==> src/rtl/imem_loader_pkg.sv <==
// Shared types and constants for the instruction-memory loader.
package imem_loader_pkg;

  typedef enum logic [2:0] {
    ST_IDLE   = 3'd0,
    ST_LEN_HI = 3'd1,
    ST_LEN_LO = 3'd2,
    ST_DATA   = 3'd3,
    ST_CHECK  = 3'd4,
    ST_DONE   = 3'd5,
    ST_ERROR  = 3'd6
  } state_e;

  localparam int unsigned HDR_BYTES = 2;
  localparam int unsigned CHK_BYTES = 1;
  localparam int unsigned LEN_W     = 8 * HDR_BYTES;
  localparam int unsigned CHK_W     = 8 * CHK_BYTES;

  // States in which the loader consumes stream bytes.
  function automatic logic rx_state(input state_e s);
    return (s == ST_LEN_HI) || (s == ST_LEN_LO) || (s == ST_DATA) || (s == ST_CHECK);
  endfunction

endpackage

==> src/rtl/imem_loader_if.sv <==
// Byte-stream input, RAM write port and core-control outputs of the loader.
interface imem_loader_if #(
  parameter int unsigned AW = 6
) ();
  logic          start;
  logic          byte_valid;
  logic [7:0]    byte_data;
  logic          byte_ready;
  logic          mem_we;
  logic [AW-1:0] mem_addr;
  logic [31:0]   mem_wdata;
  logic          hold;
  logic          done;
  logic          error;

  modport master (
    output start, byte_valid, byte_data,
    input  byte_ready, mem_we, mem_addr, mem_wdata, hold, done, error
  );

  modport slave (
    input  start, byte_valid, byte_data,
    output byte_ready, mem_we, mem_addr, mem_wdata, hold, done, error
  );
endinterface

==> src/rtl/imem_loader_byte_packer.sv <==
// Packs bytes MSB-first into 32-bit words; registered one-cycle word pulse.
module imem_loader_byte_packer (
  input  logic        clk,
  input  logic        reset,
  input  logic        clear_i,
  input  logic        byte_en_i,
  input  logic [7:0]  byte_i,
  output logic [1:0]  byte_cnt_o,
  output logic        word_valid_o,
  output logic [31:0] word_o
);

  logic [1:0]  cnt_q, cnt_d;
  logic [23:0] shift_q, shift_d;
  logic        valid_q, valid_d;
  logic [31:0] word_q, word_d;

  // Next-state: shift in accepted bytes, emit the word on the fourth.
  always_comb begin
    cnt_d   = cnt_q;
    shift_d = shift_q;
    valid_d = 1'b0;
    word_d  = word_q;
    if (clear_i) begin
      cnt_d   = '0;
      shift_d = '0;
    end else if (byte_en_i) begin
      cnt_d   = 2'(cnt_q + 2'd1);
      shift_d = {shift_q[15:0], byte_i};
      if (cnt_q == 2'd3) begin
        valid_d = 1'b1;
        word_d  = {shift_q, byte_i};
      end
    end
  end

  // State registers; reset drops any pending word pulse.
  always_ff @(posedge clk or posedge reset) begin
    if (reset) begin
      cnt_q   <= '0;
      shift_q <= '0;
      valid_q <= 1'b0;
      word_q  <= '0;
    end else begin
      cnt_q   <= cnt_d;
      shift_q <= shift_d;
      valid_q <= valid_d;
      word_q  <= word_d;
    end
  end

  assign byte_cnt_o   = cnt_q;
  assign word_valid_o = valid_q;
  assign word_o       = word_q;

endmodule

==> src/rtl/imem_loader.sv <==
// Loads a length-prefixed, XOR-checked byte stream into instruction RAM.
module imem_loader
  import imem_loader_pkg::*;
#(
  parameter int unsigned AW     = 6,
  parameter int unsigned MAXLEN = 64
) (
  input logic          clk,
  input logic          reset,
  imem_loader_if.slave bus
);

  state_e             state_q, state_d;
  logic [7:0]         len_hi_q, len_hi_d;
  logic [LEN_W-1:0]   len_q, len_d;
  logic [LEN_W-1:0]   words_q, words_d;
  logic [CHK_W-1:0]   chk_q, chk_d;
  logic [AW-1:0]      addr_q, addr_d;
  logic               ready_q, ready_d;
  logic               hold_q, hold_d;
  logic               done_q, done_d;
  logic               error_q, error_d;
  logic               accept_c;
  logic               clear_c;
  logic               pk_en_c;
  logic [1:0]         pk_cnt;
  logic               pk_valid;
  logic [31:0]        pk_word;

  assign accept_c = bus.byte_valid && ready_q;
  assign pk_en_c  = accept_c && (state_q == ST_DATA);

  imem_loader_byte_packer u_packer (
    .clk         (clk),
    .reset       (reset),
    .clear_i     (clear_c),
    .byte_en_i   (pk_en_c),
    .byte_i      (bus.byte_data),
    .byte_cnt_o  (pk_cnt),
    .word_valid_o(pk_valid),
    .word_o      (pk_word)
  );

  // Next-state, counters, checksum and status flags.
  always_comb begin
    state_d  = state_q;
    len_hi_d = len_hi_q;
    len_d    = len_q;
    words_d  = words_q;
    chk_d    = chk_q;
    addr_d   = addr_q;
    hold_d   = hold_q;
    done_d   = done_q;
    error_d  = error_q;
    clear_c  = 1'b0;

    if (pk_valid) begin
      addr_d = AW'(addr_q + 1'b1);
    end

    case (state_q)
      ST_IDLE, ST_DONE, ST_ERROR: begin
        if (bus.start) begin
          state_d = ST_LEN_HI;
          done_d  = 1'b0;
          error_d = 1'b0;
          words_d = '0;
          chk_d   = '0;
          addr_d  = '0;
          hold_d  = 1'b1;
          clear_c = 1'b1;
        end
      end
      ST_LEN_HI: begin
        if (accept_c) begin
          len_hi_d = bus.byte_data;
          chk_d    = chk_q ^ bus.byte_data;
          state_d  = ST_LEN_LO;
        end
      end
      ST_LEN_LO: begin
        if (accept_c) begin
          len_d = {len_hi_q, bus.byte_data};
          chk_d = chk_q ^ bus.byte_data;
          if (len_d > LEN_W'(MAXLEN)) begin
            state_d = ST_ERROR;
            error_d = 1'b1;
          end else if (len_d == '0) begin
            state_d = ST_CHECK;
          end else begin
            state_d = ST_DATA;
          end
        end
      end
      ST_DATA: begin
        if (accept_c) begin
          chk_d = chk_q ^ bus.byte_data;
          if (pk_cnt == 2'd3) begin
            words_d = LEN_W'(words_q + 1'b1);
            if (words_d == len_q) begin
              state_d = ST_CHECK;
            end
          end
        end
      end
      ST_CHECK: begin
        if (accept_c) begin
          if (bus.byte_data == chk_q) begin
            state_d = ST_DONE;
            done_d  = 1'b1;
            hold_d  = 1'b0;
          end else begin
            state_d = ST_ERROR;
            error_d = 1'b1;
          end
        end
      end
      default: state_d = ST_IDLE;
    endcase

    ready_d = rx_state(state_d);
  end

  // FSM state register.
  always_ff @(posedge clk or posedge reset) begin
    if (reset) begin
      state_q <= ST_IDLE;
    end else begin
      state_q <= state_d;
    end
  end

  // Datapath and registered output flags.
  always_ff @(posedge clk or posedge reset) begin
    if (reset) begin
      len_hi_q <= '0;
      len_q    <= '0;
      words_q  <= '0;
      chk_q    <= '0;
      addr_q   <= '0;
      ready_q  <= 1'b0;
      hold_q   <= 1'b0;
      done_q   <= 1'b0;
      error_q  <= 1'b0;
    end else begin
      len_hi_q <= len_hi_d;
      len_q    <= len_d;
      words_q  <= words_d;
      chk_q    <= chk_d;
      addr_q   <= addr_d;
      ready_q  <= ready_d;
      hold_q   <= hold_d;
      done_q   <= done_d;
      error_q  <= error_d;
    end
  end

  assign bus.byte_ready = ready_q;
  assign bus.mem_we     = pk_valid;
  assign bus.mem_addr   = addr_q;
  assign bus.mem_wdata  = pk_word;
  assign bus.hold       = hold_q;
  assign bus.done       = done_q;
  assign bus.error      = error_q;

endmodule

==> src/flat_wrapper.sv <==
// flat-port wrapper written by rule: the top's interface ports become plain ports
module imem_loader_flat import imem_loader_pkg::*;
#(
  parameter int unsigned AW     = 6,
  parameter int unsigned MAXLEN = 64
)
  (clk, reset, bus_start, bus_byte_valid, bus_byte_data, bus_byte_ready, bus_mem_we, bus_mem_addr, bus_mem_wdata, bus_hold, bus_done, bus_error);
  imem_loader_if #(.AW(AW)) bus_i ();
  input logic clk;
  input logic reset;
  input wire logic [$bits(bus_i.start)-1:0] bus_start;
  input wire logic [$bits(bus_i.byte_valid)-1:0] bus_byte_valid;
  input wire logic [$bits(bus_i.byte_data)-1:0] bus_byte_data;
  output wire logic [$bits(bus_i.byte_ready)-1:0] bus_byte_ready;
  output wire logic [$bits(bus_i.mem_we)-1:0] bus_mem_we;
  output wire logic [$bits(bus_i.mem_addr)-1:0] bus_mem_addr;
  output wire logic [$bits(bus_i.mem_wdata)-1:0] bus_mem_wdata;
  output wire logic [$bits(bus_i.hold)-1:0] bus_hold;
  output wire logic [$bits(bus_i.done)-1:0] bus_done;
  output wire logic [$bits(bus_i.error)-1:0] bus_error;
  assign bus_i.start = bus_start;
  assign bus_i.byte_valid = bus_byte_valid;
  assign bus_i.byte_data = bus_byte_data;
  assign bus_byte_ready = bus_i.byte_ready;
  assign bus_mem_we = bus_i.mem_we;
  assign bus_mem_addr = bus_i.mem_addr;
  assign bus_mem_wdata = bus_i.mem_wdata;
  assign bus_hold = bus_i.hold;
  assign bus_done = bus_i.done;
  assign bus_error = bus_i.error;
  imem_loader #(.AW(AW), .MAXLEN(MAXLEN)) u_core (.clk(clk), .reset(reset), .bus(bus_i));
endmodule
==> config.mk <==
export PLATFORM = sky130hd
export DESIGN_NAME = imem_loader_flat
export DESIGN_NICKNAME = d
export VERILOG_FILES = /design/src/rtl/imem_loader_pkg.sv /design/src/rtl/imem_loader_if.sv /design/src/rtl/imem_loader_byte_packer.sv /design/src/rtl/imem_loader.sv /design/src/flat_wrapper.sv
export SDC_FILE = /design/constraint.sdc
export NUM_CORES = 1
export LEC_CHECK = 0
export CORE_MARGIN = 2
export CORE_UTILIZATION = 54
export CTS_BUF_LIST = sky130_fd_sc_hd__clkbuf_8
export CTS_CLUSTER_SIZE = 12
export DETAILED_ROUTE_END_ITERATION = 10
export GPL_TIMING_DRIVEN = 0
export HOLD_SLACK_MARGIN = 0.02
export PLACE_DENSITY_LB_ADDON = 0.08
export SYNTH_ARGS = -nofsm -noshare
export SYNTH_HDL_FRONTEND = slang
export SYNTH_HIERARCHICAL = 1
export SYNTH_SLANG_ARGS = --single-unit
==> constraint.sdc <==
create_clock -name clk -period 2.3 [get_ports clk]
set_input_delay 0.23 -clock clk [delete_from_list [all_inputs] [get_ports clk]]
set_output_delay 0.23 -clock clk [all_outputs]
set_load 0.01 [all_outputs]
### Yosys cells after proc, flatten, opt, wreduce, memory -nomap -nowiden

Cells that the tools add are included.

| storage, ports and cells | value |
|---|---|
| register bits | 120 |
| input bits | 12 |
| output and inout bits | 43 |

| operators by class | value |
|---|---|
| $add $sub $neg | 3 |
| $lt $le $gt $ge | 1 |
| equal/unequal tests | 22 |
| muxes and demuxes | 43 |
| bitwise gates (word level) | 2 |
| reductions and logical operators | 21 |

Operators with widths:

| cell | number |
|---|---|
| $mux 16 | 3 |
| $mux 24 | 2 |
| $pmux 16 s2 | 1 |
| $mux 3 | 9 |
| $mux 6 | 3 |
| $add 16x1->16 const B | 1 |
| $eq 16x16->1 | 1 |
| $gt 16x7->1 const B | 1 |
| $logic_not 16->1 | 1 |
| $mux 8 | 2 |
| $pmux 8 s2 | 1 |
| $mux 1 | 15 |
| $pmux 3 s5 | 1 |
| $eq 3x2->1 const B | 4 |
| $eq 3x3->1 const B | 4 |
| $ne 2x1->1 const B | 6 |
| $eq 8x8->1 | 1 |
| $reduce_and 4->1 | 2 |
| $reduce_bool 2->1 | 4 |
| $xor 8x8->8 | 1 |
| $add 6x1->6 const B | 1 |
| $eq 3x1->1 const B | 2 |
| $mux 2 | 3 |
| $ne 2x2->1 const B | 3 |
| other kinds (13) | 20 |

### Logic depth before layout (Yosys ltp)

Gate-level depths: netlist of the first run.

| logic depth | value |
|---|---|
| word-level depth | 10 |
| mapped depth | 10 |

### By module

Netlist of the first run, hierarchy kept.

Modules (own cells, without submodules):

| module | instances | cells each | area an instance (µm²) | seq. area each (µm²) |
|---|---|---|---|---|
| imem_loader | 1 | 368 | 3453.3 | 1526.5 |
| imem_loader_byte_packer | 1 | 156 | 2417.3 | 1476.4 |

### Least setup slack after synthesis of the first run

Ideal clock, no wire load.

| path | value |
|---|---|
| path type | register to register |
| start | register u_core.words_q[0] |
| end | register u_core.state_q[2] |
| setup time | 0.077 ns |
| arrival time | 2.320 ns |
| required time | 2.223 ns |
| slack | -0.097 ns |
| stages on the path, launching flop included | 8 |
| path buffers | 0 |
| period minus slack after synthesis | 2.397 ns |
| path through | dfrtp_1 > ha_1 > xor2_1 > nor4_1 > nand3_1 > or4_4 > or4_1 > o21ai_1 |

| on the way | value |
|---|---|
| longest elaborated chain between the ends | 6 |

Ends and longest elaborated chain:

| element | RTL line | text |
|---|---|---|
| start: declaration | imem_loader.sv:16 | `logic [LEN_W-1:0] words_q, words_d;` |
| start signal: assignment | imem_loader.sv:148 | `words_q <= words_d;` |
| $add 16x1->16 | imem_loader.sv:99 | `words_d = LEN_W'(words_q + 1'b1);` |
| $eq 16x16->1 | imem_loader.sv:100 | `if (words_d == len_q) begin` |
| $mux 3 | imem_loader.sv:100 |  |
| $mux 3 | imem_loader.sv:98 | `if (pk_cnt == 2'd3) begin` |
| $mux 3 | imem_loader.sv:96 | `if (accept_c) begin` |
| $pmux 3 s5 | imem_loader.sv:61 | `case (state_q)` |
| via u_core.state_d[2] | imem_loader.sv:13 | `state_e state_q, state_d;` |
| end signal: assignment | imem_loader.sv:129 | `state_q <= state_d;` |
| end: declaration | imem_loader.sv:13 |  |

The timed path passes the listed nets, and every way through them passes these cells.
A chain may end at the register's enable or synchronous reset.

### Worst setup path after layout of the first run

| path | value |
|---|---|
| start | register u_core.words_q[1] |
| end | register u_core.state_q[2] |

The elaborated chain is that of the path after synthesis.

==> results of run 1 <==
[cell type report]
| cell class | count | share of cell area |
|---|---|---|
| sequential | 120 | 0.415 |
| multi-input combinational | 369 | 0.386 |
| timing repair buffer | 60 | 0.0843 |
| clock buffer | 20 | 0.0380 |
| clock inverter | 11 | 0.0268 |
| tap | 140 | 0.0242 |
| buffer | 20 | 0.0192 |
| inverter | 11 | 0.00570 |
[flip-flops by register name, indices dropped and copies added, names as in the netlist]
register,count
u_core/u_packer/word_o,32
u_core/u_packer/shift_q,24
u_core/len_q,16
u_core/words_q,16
u_core/chk_q,8
u_core/len_hi_q,8
u_core/bus.mem_addr,6
u_core/state_q,3
u_core/u_packer/byte_cnt_o,2
u_core/bus.byte_ready,1
u_core/bus.done,1
u_core/bus.error,1
u_core/bus.hold,1
u_core/u_packer/word_valid_o,1
[cell usage after synthesis, types with 13 or more instances]
cell and n:
nand2_1 36, xnor2_1 14, clkbuf_1 14, o21ai_0 46, mux2_2 29, xor2_1 21, mux2_4 29, mux2i_1 28
nand3_1 13, dfrtp_1 120, nor2_1 64
[how the worst max path moves through the flow]
| stage | end | from |
|---|---|---|
| floorplan | u_core/state_q[2] | u_core/words_q[0] |
| global placement | u_core/words_q[0] | reset |
| global route | u_core/state_q[2] | u_core/words_q[0] |
| detailed placement | u_core/state_q[1] | bus_byte_valid |
| CTS | u_core/state_q[2] | u_core/words_q[1] |
| finish | u_core/state_q[2] | u_core/words_q[1] |
[kinds of logic after synthesis]
group,count (synthesis),share of synthesized area
AND/OR/NAND/NOR,164,0.139
flip-flops,120,0.512
multiplexers,86,0.178
AO/OA/AOI/OAI,79,0.0778
XOR/XNOR,36,0.0561
buffers and inverters,35,0.0298
adder cells (fa/ha/maj),4,0.00810
[routing by layer]
| layer | vias to the layer above | global-route usage | wire, µm |
|---|---|---|---|
| met1 | 2145 | 0.337 | 6180 |
| met4 | 0 | 0.103 | 203 |
| met5 | - | 0 | 0 |
| li1 | 2005 | - | - |
| met3 | 16 | 0.0579 | 734 |
| met2 | 142 | 0.387 | 6340 |
[power breakdown]
group / internal, W / total, W / switching (W)
registers: 0.00247 / 0.00285 / 0.000372
clock network: 0.00138 / 0.00224 / 0.000866
logic: 0.000761 / 0.00162 / 0.000860
[stage by stage]
| stage | total power [W] | instance area [µm²] | worst slack, ns | instances | setup TNS [ns] |
|---|---|---|---|---|---|
| after floorplan | 0.00394 | 5890 | -0.0168 | 524 | -0.0168 |
| after global placement | 0.00433 | 6600 | -0.734 | 718 | -79.53 |
| after detailed placement | 0.00441 | 6640 | -0.624 | 720 | -22.38 |
| after CTS | 0.00669 | 7180 | -0.118 | 750 | -0.217 |
| after global routing | 0.00704 | 7250 | -0.229 | 751 | -1.40 |
| final | 0.00671 | 7250 | -0.183 | 751 | -0.396 |
[timing repair]
| item | 4_1_cts | 5_1_grt |
|---|---|---|
| resized for setup | 19 | 19 |
| buffers inserted | 2 | 2 |
| setup endpoints to repair | 83 | 56 |
| hold buffers | 0 | 0 |
| pin swaps | 8 | 4 |
==> flow_summary.yaml, run 1 <==
outcome:
  status: "finished, violations left"
  violations: "negative setup slack"
power_and_ir_drop:
  vdd.ir_drop.worst_uv: 686
  leakage_nw: 3.31
  p_per_area_nw_per_um2: 926
worst_setup_path:
  crit_slowest_cell: "or4_4"
  worstReg2RegEnd: "u_core/state_q[2]"
  path_max_fanout: 4
  path_cells: "ha_4 > xor2_1 > nor4_2 > nand3_1 > or4_4 > or4_4 > o21ai_1"
  cp-start-kind: "flop"
  end_kind: "flop"
  crit_path_max_incr_delay_ns: 0.51
  reg2reg_depth: 7
  cpMostUsedCell: "or4_4"
  crit_buf_inv: 0
  r2r_setup_slack_ns: -0.18
  cpLargestDelayFamily: "simple AND/OR/NAND/NOR gates"
  cp.depth: 7
  reg2reg_from: "u_core/words_q[1]"
  critPathArrivalTime_ns: 2.86
  cp.required_ns: 2.67
  path_class: "reg2reg"
finish:
  ff_latch_area_um2: 3010
  multi_input_area_um2: 2800
  fin_util: 0.674
  fillers: 838
  layout_common_cells: "dfrtp_1 (114), nor2_1 (62), clkdlybuf4s50_1 (54)"
  drive_gt1_frac: 0.232
  antennaDiodeCount: 0
  final_common_cell: "dfrtp_1"
  syn_to_final_growth_pct: 23.4
  nets: 614
routing:
  viasPerCell: 5.74
  drc: 0
  drtPass1Iterations: 5
  wire_per_inst_um: 17.9
  routed_wl_um: 13500
  antenna_left: 0
  drtIter0Drc: 266
  dr_total_vias: 4308
clock_tree:
  cts_tree: "yes"
  clk_pin_slew_worst_paths_ns: 0.07
  ctsHtreeMaxLevel: 4
  cts-root-buf: "clkbuf_8"
  cts_made_buffers: 17
  insertion_delay_ns: 0.45
  cts.sinks: 120
  cts_max_path_buffers: 2
placed_design:
  dp_hpwl_um: 9160
  port_buffers: 54
  place_congestion: 0.982
logic_synthesis:
  yosysTopAreaCellShare: 0.512
  ys_ff_latch: 120
  yosysWarnings: 6
  synthFlopType: "dfrtp_1"
  synth_area_per_cell_um2: 11.2
  synth_seq_area_share: 0.512
  netlist_area_um2: 5870
  yosysTopAreaCell: "dfrtp_1"
  ys_types: 56
  ys_async_sr_fraction: 1.00
  synth_edf_count: 0
  synth_area_leaders: "dfrtp_1 (51%), mux2_4 (7.4%), mux2_2 (5.6%)"
  syn_inst: 524
  syn_nets: 539
worst_hold_path:
  hold_path_class: "in2async"
global_route:
  grt_max_degree: 43
  track_usage: 0.249
  grt_pass1_vias: 4248
  antenna_found_initial: 0
  grt_first_pass_wirelength_um: 21800
  grt-ovfl-total: 0
timing:
  period_share: 1.08
  setup_violations: 3
  worstMarginPinSlew_ns: 0.676
  fin_crit_ns: 2.48
  fmax_mhz: 403
  finalHoldViolCount: 0
  clock_skew_ns: 0.0116
  grt_setup_unrepaired: "true"
  relSlewSlack: 0.548
  worst_hold_slack_ns: 0.164
  slew_violations: 0
  fin_ws_ns: -0.183
floorplan:
  io_pins: 55
  die_h_um: 108
  dieWidth_um: 108
  dieArea_um2: 11700
  rows: 38
  core_area_um2: 10700
  start_util: 0.546
job:
  cap_violations: 0
Note: power is estimated with default switching activity, not from simulation.
==> run 2, diff against run 1 <==
--- a/config.mk
+++ b/config.mk
@@ -5,6 +5,7 @@
 export SDC_FILE = /design/constraint.sdc
 export NUM_CORES = 1
 export LEC_CHECK = 0
+export ABC_AREA = 0
 export CORE_MARGIN = 2
 export CORE_UTILIZATION = 54
 export CTS_BUF_LIST = sky130_fd_sc_hd__clkbuf_8
==> results of run 2 <==
Final layout, timing and power as in run 1 (identical DEF).
==> run 3, diff against run 2 <==
--- a/config.mk
+++ b/config.mk
@@ -6,7 +6,6 @@
 export NUM_CORES = 1
 export LEC_CHECK = 0
 export ABC_AREA = 0
-export CORE_MARGIN = 2
 export CORE_UTILIZATION = 54
 export CTS_BUF_LIST = sky130_fd_sc_hd__clkbuf_8
 export CTS_CLUSTER_SIZE = 12
==> run 3 against run 2 <==
  * The run still ends with negative setup slack left
  * Die area shrank 3.7%
  * Worst setup slack gained 0.027 ns
  * First-iteration DRC count grew 5.3%
  * Utilization grew 1.4 points
  * Wire length shrank 1.9%
  * Clock-buffer cell count shrank 3
  * Sequential cell count is the same
  * Sequential share of layout area grew 0.40 points
  * Non-clock buffer count grew 5
  * Clock skew grew 0.0070 ns
  * Critical path depth grew 1
  * Sequential power is essentially flat
==> flow_summary.yaml, run 3 (synthesis results as in run 1) <==
worst_setup_path:
  crit_buf_inv: 1
  crit_end: "u_core/state_q[2]"
  setup.worst_path.start: "u_core/words_q[0]"
  critPathArrivalTime_ns: 2.81
  worstReg2RegEnd: "u_core/state_q[2]"
  crit_path_max_incr_delay_ns: 0.55
  path_class: "reg2reg"
  cpLargestDelayFamily: "simple AND/OR/NAND/NOR gates"
  cpMostUsedCell: "or4_4"
  reg2reg_depth: 8
  path_max_fanout: 5
  crit_slowest_cell: "or4_4"
  cp.depth: 8
  end_kind: "flop"
  reg2reg_from: "u_core/words_q[0]"
  r2r_setup_slack_ns: -0.16
  path_cells: "buf_4 > nand3_1 > xor2_2 > xor2_1 > o21ai_1 > or4_4 > or4_4 > o21ai_2"
  cp-start-kind: "flop"
  cp.required_ns: 2.65
global_route:
  grt_first_pass_wirelength_um: 21400
  antenna_found_initial: 0
  grt-ovfl-total: 0
  grt_pass1_vias: 4184
  track_usage: 0.248
  grt_max_degree: 44
placed_design:
  port_buffers: 54
  post-place-ws_ns: -0.471
  place_congestion: 0.906
  dp_hpwl_um: 9150
timing:
  fin_ws_ns: -0.156
  fmax_mhz: 407
  worst_hold_slack_ns: 0.163
  worstMarginPinSlew_ns: 0.599
  setup_violations: 3
  relSlewSlack: 0.599
  clock_skew_ns: 0.0186
  period_share: 1.07
  finalHoldViolCount: 0
  grt_setup_unrepaired: "true"
  slew_violations: 0
  fin_crit_ns: 2.46
clock_tree:
  insertion_delay_ns: 0.43
  ctsHtreeMaxLevel: 4
  cts_made_buffers: 17
  cts_tree: "yes"
  cts_max_path_buffers: 2
  cts-root-buf: "clkbuf_8"
  ctsHoldBuffers: 0
  cts.sinks: 120
  clk_pin_slew_worst_paths_ns: 0.09
finish:
  drive_gt1_frac: 0.232
  syn_to_final_growth_pct: 22.1
  final_common_cell: "dfrtp_1"
  largest_reg_flops: 32
  nets: 619
  layout_common_cells: "dfrtp_1 (117), nor2_1 (62), clkdlybuf4s50_1 (52)"
  antennaDiodeCount: 0
  fillers: 809
routing:
  viasPerCell: 5.69
  dr_total_vias: 4281
  drc: 0
  antenna_left: 0
  wire_per_inst_um: 17.5
  drtIter0Drc: 280
  drtPass1Iterations: 5
  routed_wl_um: 13200
floorplan:
  core_area_um2: 10400
  dieArea_um2: 11300
  io_pins: 55
  dieWidth_um: 106
  start_util: 0.564
  die_h_um: 106
  rows: 37
outcome:
  violations: "negative setup slack"
  status: "finished, violations left"
power_and_ir_drop:
  leakage_nw: 3.29
  vdd.ir_drop.worst_uv: 723
  p_per_area_nw_per_um2: 881
worst_hold_path:
  hold_path_class: "in2async"
job:
  cap_violations: 0
-- run 3: how the worst min path moves through the flow --
stage                     start                endpoint  slack [ns]  depth (start not counted)
6_report                  reset  u_core/bus.mem_addr[2]        0.16                          2
3_3_place_gp    u_core/bus.done         u_core/bus.done        0.46                          1
4_1_cts                   reset  u_core/bus.mem_addr[2]        0.16                          2
2_1_floorplan  bus_byte_data[2]         u_core/len_q[2]        0.35                          2
3_5_place_dp    u_core/bus.done         u_core/bus.done        0.48                          1
5_1_grt                   reset  u_core/bus.mem_addr[2]        0.18                          2
-- run 3: stage by stage --
step                      power [W]  TNS, ns  utilization  instances  cell area, µm²
final                       0.00631   -0.234        0.688        753            7170
after floorplan             0.00394  -0.0168            -        524            5890
after detailed placement    0.00443   -21.99        0.637        716            6640
after global routing        0.00666    -2.27        0.688        753            7170
after global placement      0.00435   -78.27        0.633        714            6600
after CTS                   0.00630   -0.225        0.681        750            7090
-- run 3: area by class of cell --
type / instances / area [µm²] / area share
flip-flops and latches: 120 / 3010 / 0.420
inverters: 11 / 41.3 / 0.00576
multi-input cells: 369 / 2780 / 0.388
repair buffers: 64 / 649 / 0.0906
plain buffers: 21 / 140 / 0.0196
well taps: 136 / 170 / 0.0237
clock buffers: 17 / 234 / 0.0326
clock inverters: 15 / 141 / 0.0197
-- run 3: timing repair --
action,in CTS,in global routing
setup endpoints to repair,84,57
buffers inserted,5,3
endpoints found under the hold margin,0,0
resized for setup,15,16
pin swaps,9,5
-- run 3: routing by layer --
layer | share of wire | GRT usage | vias to the layer above
met1 | 0.47 | 0.349 | 2126
met3 | 0.048 | 0.0478 | 18
met4 | 0.012 | 0.0784 | 0
met5 | 0 | 0 | -
met2 | 0.47 | 0.387 | 129
li1 | - | - | 2008
-- run 3: where the power goes --
group          internal [W]  total [W]  switching [W]
combinational      0.000771    0.00164       0.000869
clock              0.000875    0.00182       0.000945
sequential          0.00247    0.00285       0.000381
